==> src/rtl/lsp_prev_compose.sv <==
// MA-predicted LSP composition: lsp[j] = extract_h(L_mult(lsp_ele[j], fg_sum[j]) + sum_k fg[k][j]*freq_prev[k][j]).
// Drives the shared scratch memory, constant ROM and basic-op units. Holds no arithmetic of its own.
module lsp_prev_compose #(
  parameter int M     = 10,
  parameter int MA_NP = 4
) (
  input  logic        clk,
  input  logic        reset,
  input  logic        start,
  input  logic [10:0] lsp_eleAddr,
  input  logic [10:0] freq_prevAddr,
  input  logic [10:0] lspAddr,
  input  logic [10:0] fgAddr,
  input  logic [10:0] fg_sumAddr,
  input  logic [31:0] memIn,
  input  logic [31:0] constMemIn,
  input  logic [31:0] L_multIn,
  input  logic [31:0] L_macIn,
  input  logic [15:0] addIn,
  output logic [10:0] memReadAddr,
  output logic [10:0] constMemAddr,
  output logic [10:0] memWriteAddr,
  output logic [31:0] memOut,
  output logic        memWriteEn,
  output logic [15:0] L_multOutA,
  output logic [15:0] L_multOutB,
  output logic [31:0] L_macOutA,
  output logic [15:0] L_macOutB,
  output logic [15:0] L_macOutC,
  output logic [15:0] addOutA,
  output logic [15:0] addOutB,
  output logic        done
);

  typedef enum logic [2:0] {
    INIT, J_CHECK, ELE_RD, ELE_MULT, K_CHECK, PREV_RD, PREV_MAC, STORE
  } state_t;

  state_t      state;
  logic [3:0]  j;
  logic [2:0]  k;
  logic [31:0] L_acc;
  logic [10:0] j_ext;

  assign j_ext = {7'd0, j};

  // Only the low halves of the read buses and adder result carry meaning here.
  logic unused_bits;
  assign unused_bits = ^{memIn[31:16], constMemIn[31:16], addIn[15:4],
                         freq_prevAddr[5:0], fgAddr[5:0]};

  always_ff @(posedge clk) begin
    if (reset) begin
      state <= INIT;
      j     <= 4'd0;
      k     <= 3'd0;
      L_acc <= 32'd0;
    end else begin
      case (state)
        INIT: begin
          if (start) begin
            j     <= 4'd0;
            k     <= 3'd0;
            L_acc <= 32'd0;
            state <= J_CHECK;
          end
        end
        J_CHECK:  state <= (j == 4'(M)) ? INIT : ELE_RD;
        ELE_RD:   state <= ELE_MULT;
        ELE_MULT: begin
          L_acc <= L_multIn;
          k     <= 3'd0;
          state <= K_CHECK;
        end
        K_CHECK:  state <= (k == 3'(MA_NP)) ? STORE : PREV_RD;
        PREV_RD:  state <= PREV_MAC;
        PREV_MAC: begin
          L_acc <= L_macIn;
          k     <= addIn[2:0];
          state <= K_CHECK;
        end
        STORE: begin
          j     <= addIn[3:0];
          state <= J_CHECK;
        end
        default:  state <= INIT;
      endcase
    end
  end

  // Outputs decode from state alone; they are forced quiet while reset is asserted.
  always_comb begin
    memReadAddr  = 11'd0;
    constMemAddr = 11'd0;
    memWriteAddr = 11'd0;
    memOut       = 32'd0;
    memWriteEn   = 1'b0;
    L_multOutA   = 16'd0;
    L_multOutB   = 16'd0;
    L_macOutA    = 32'd0;
    L_macOutB    = 16'd0;
    L_macOutC    = 16'd0;
    addOutA      = 16'd0;
    addOutB      = 16'd0;
    done         = 1'b0;
    if (!reset) begin
      case (state)
        J_CHECK: done = (j == 4'(M));
        ELE_RD: begin
          memReadAddr  = lsp_eleAddr + j_ext;
          constMemAddr = fg_sumAddr + j_ext;
        end
        ELE_MULT: begin
          L_multOutA = memIn[15:0];
          L_multOutB = constMemIn[15:0];
        end
        PREV_RD: begin
          memReadAddr  = {freq_prevAddr[10:6], k[1:0], 4'd0} + j_ext;
          constMemAddr = {fgAddr[10:6], k[1:0], j};
        end
        PREV_MAC: begin
          L_macOutA = L_acc;
          L_macOutB = memIn[15:0];
          L_macOutC = constMemIn[15:0];
          addOutA   = {13'd0, k};
          addOutB   = 16'd1;
        end
        STORE: begin
          memWriteAddr = lspAddr + j_ext;
          memOut       = {{16{L_acc[31]}}, L_acc[31:16]};
          memWriteEn   = 1'b1;
          addOutA      = {12'd0, j};
          addOutB      = 16'd1;
        end
        default: ;
      endcase
    end
  end

endmodule

==> config.mk <==
export PLATFORM = sky130hd
export DESIGN_NAME = lsp_prev_compose
export DESIGN_NICKNAME = d
export VERILOG_FILES = /design/src/rtl/lsp_prev_compose.sv
export SDC_FILE = /design/constraint.sdc
export NUM_CORES = 1
export LEC_CHECK = 0
export CORE_AREA = 2 2 156 158
export CTS_CLUSTER_DIAMETER = 30
export DETAILED_ROUTE_END_ITERATION = 16
export DIE_AREA = 0 0 158 160
export PLACE_DENSITY = 0.63
export SETUP_SLACK_MARGIN = 0.5
export SYNTH_ARGS = -nofsm -noshare
export SYNTH_HDL_FRONTEND = slang
export SYNTH_SLANG_ARGS = --single-unit
export TNS_END_PERCENT = 10
==> constraint.sdc <==
create_clock -name clk -period 1.9 [get_ports clk]
set_input_delay 0.19 -clock clk [delete_from_list [all_inputs] [get_ports clk]]
set_output_delay 0.19 -clock clk [all_outputs]
set_load 0.03 [all_outputs]
==> results_dict.tcl <==
set metrics [dict create \
    yosysUniqueCellTypes 54 \
    worst_ir_drop_vdd_mv 0.326 \
    required_ns 1.71 \
    drc_errors 0 \
    finalSetupTns_ns -7.50 \
    clockBufferDepth 2 \
    dieArea_mm2 0.0253 \
    dr_total_vias 5188 \
    grt.total_usage 0.135 \
    clock_skew_ns 0.0134 \
    arrival_ns 2.11 \
    numCtsBuffers 5 \
    viasPerCell 4.27 \
    design_area_mm2 0.00894 \
    postSynthAreaPerCell_um2 7.35 \
    ys.flop_type "dfxtp_1" \
    layout_commonest_cell "clkdlybuf4s50_1" \
    dp_hpwl_um 14100 \
    power-per-cell-area_mw_per_mm2 314 \
    wl_um 18200 \
    dieWidth_um 158 \
    path_max_fanout 5 \
    tritoncts "built" \
    ios 397 \
    setup_ws_ns -0.397 \
    final_net_count 1107 \
    placed_area_mm2 0.00768 \
    ys_ff_latch 42 \
    routedWlPerCell_um 15.0 \
    start_util 0.169 \
    yosysSeqAreaShare 0.208 \
    synth-edff-count 0 \
    netlist_area_mm2 0.00404 \
    end_kind "output port" \
    setup_viol 41 \
    grt_max_degree 33 \
    synthesis.instances 549 \
    layout_common_cells "clkdlybuf4s50_1 (139), buf_6 (117), buf_4 (108)" \
    hold_viol 0 \
    port-buffer-count 313 \
    violations "setup timing" \
    criticalPathCategory "register to output port" \
    period_minus_slack_ns 2.30 \
    status "finished with violations" \
    htree_levels 2 \
    core_area_mm2 0.0238 \
    yosysWarnings 0 \
    fmax_ghz 0.435 \
    layout-drive-gt1-share 0.469 \
    die_h_um 160 \
    crit_path_start_kind "register" \
    clock_latency_ns 0.29 \
    hold_path_class "input port to register" \
    holdWs_ns 0.389 \
    slew_viol_final 0 \
    clockRootBuffer "clkbuf_16" \
    antenna_found_initial 1 \
    slew-limit-headroom 0.572 \
    overflow 0 \
    drt_first_pass_iters 5 \
    cts_num_sinks 42 \
    place_ws_ns -0.530 \
    cap_violations 0 \
    synthArstFlopShare 0 \
    tightestPinTransition_ns 0.638 \
    grt_pass1_vias 5131 \
    period_share 1.21 \
    rsz0062_at_grt "true" \
    drt_iter0_markers 193 \
    clk_pin_slew_worst_paths_ns 0.07 \
    grt_pass1_wl_um 27100 \
    drtAntennaViolNets 0 \
    diodes 0 \
    syn_to_final_growth_pct 122 \
    fillCellCount 2447 \
    gp_congestion 0.818 \
    rows 57 \
    leakagePower_nw 3.61 \
    final_core_util 0.375 \
]
[area by class of cell]
type                       count  area [µm²]  area share
clock buffer                   5         125      0.0140
tap                          324         405      0.0454
multi-input combinational    440        3490       0.391
inverter                      11        41.3     0.00462
timing repair buffer         390        3990       0.447
clock inverter                 3        18.8     0.00210
sequential                    42         865      0.0967
[worst paths after layout]
kind	start	to	slack, ns	depth (start not counted)
worst min-delay path	reset	state[1]	0.39	3
worst max-delay path	j[0]	memReadAddr[6]	-0.40	8
worst max register to register	state[1]	L_acc[16]	0.14	7
worst min register to register	L_acc[12]	L_acc[12]	0.46	2
[per-layer routing]
metal | routed length (µm) | track usage | up-vias
met2 | 9190 | 0.245 | 215
met1 | 7300 | 0.161 | 2414
met4 | 237 | 0.0283 | 2
li1 | - | - | 2541
met5 | 12 | 0 | -
met3 | 1460 | 0.0285 | 16
[power by group]
part	switching, W	total [W]	internal [W]
clock	0.000368	0.000855	0.000487
combinational	0.000494	0.00103	0.000535
sequential	0.0000213	0.000921	0.000900
[cells in the mapped netlist (2+ instances only)]
cell type,count,area [µm²]
a32oi_1,5,43.8
nor3b_1,3,22.5
nor2_1,15,56.3
inv_1,11,41.3
buf_4,44,330
clkbuf_2,3,15.0
and2_1,116,726
nor4_1,2,12.5
nand3_1,38,190
fa_1,3,60.1
clkbuf_1,23,86.3
nor3_1,8,40.0
buf_2,5,25.0
dfxtp_1,42,841
a21oi_1,46,230
nand2_1,36,135
xnor2_1,8,70.1
o21ai_0,24,120
a22oi_1,32,240
ha_1,12,150
a22o_1,7,61.3
or3_1,2,12.5
a211oi_1,6,45.0
or2_2,3,18.8
nor4b_1,2,17.5
nand2b_1,2,12.5
a21o_1,4,30.0
and3_1,3,18.8
mux2i_1,8,80.1
a21boi_0,2,15.0
buf_6,2,22.5
nor2b_1,2,12.5
nand4_1,2,12.5
xor2_1,4,35.0
buf_1,5,18.8
[through the flow]
| step | total power, W | instances |
|---|---|---|
| 4_1_cts | 0.00284 | 1214 |
| 2_1_floorplan | 0.00137 | 575 |
| 6_report | 0.00281 | 1215 |
| 3_5_place_dp | 0.00186 | 1196 |
| 5_1_grt | 0.00296 | 1215 |
| 3_3_place_gp | 0.00185 | 1196 |
[sequential cells by signal (all words and copies together), names as in the netlist]
name	cells
k	3
state	3
j	4
L_acc	32
[critical path, cell delays in order (launching register included)]
cell      delay [ns]
dfxtp_4         0.37
ha_1            0.21
fa_2            0.39
a211oi_2        0.19
buf_4           0.16
nor3b_1         0.05
xnor2_1         0.13
o21ai_2         0.16
buf_6           0.15
[kinds of logic (layout without fill, tap and decap cells)]
kind of cell               Yosys count  in the layout  share of synthesized area
AOI/OAI and AO/OA                  136            136                      0.220
buffers and inverters               93            409                      0.134
adders and majority gates           15             15                     0.0521
muxes                                8              8                     0.0198
other                                1             27                   0.000929
and+or+nand+nor                    242            242                      0.340
xor gates and xnor gates            12             12                     0.0260
DFF                                 42             42                      0.208
[repair_timing]
action / in CTS / in global routing
resized for setup: 218 / 49
buffers inserted: 9 / 1
endpoints found under the setup margin: 208 / 208
pin swaps: 77 / 49
gates cloned: 1 / 0
hold buffers: 0 / 0
Power figures use the tool's default switching activity.
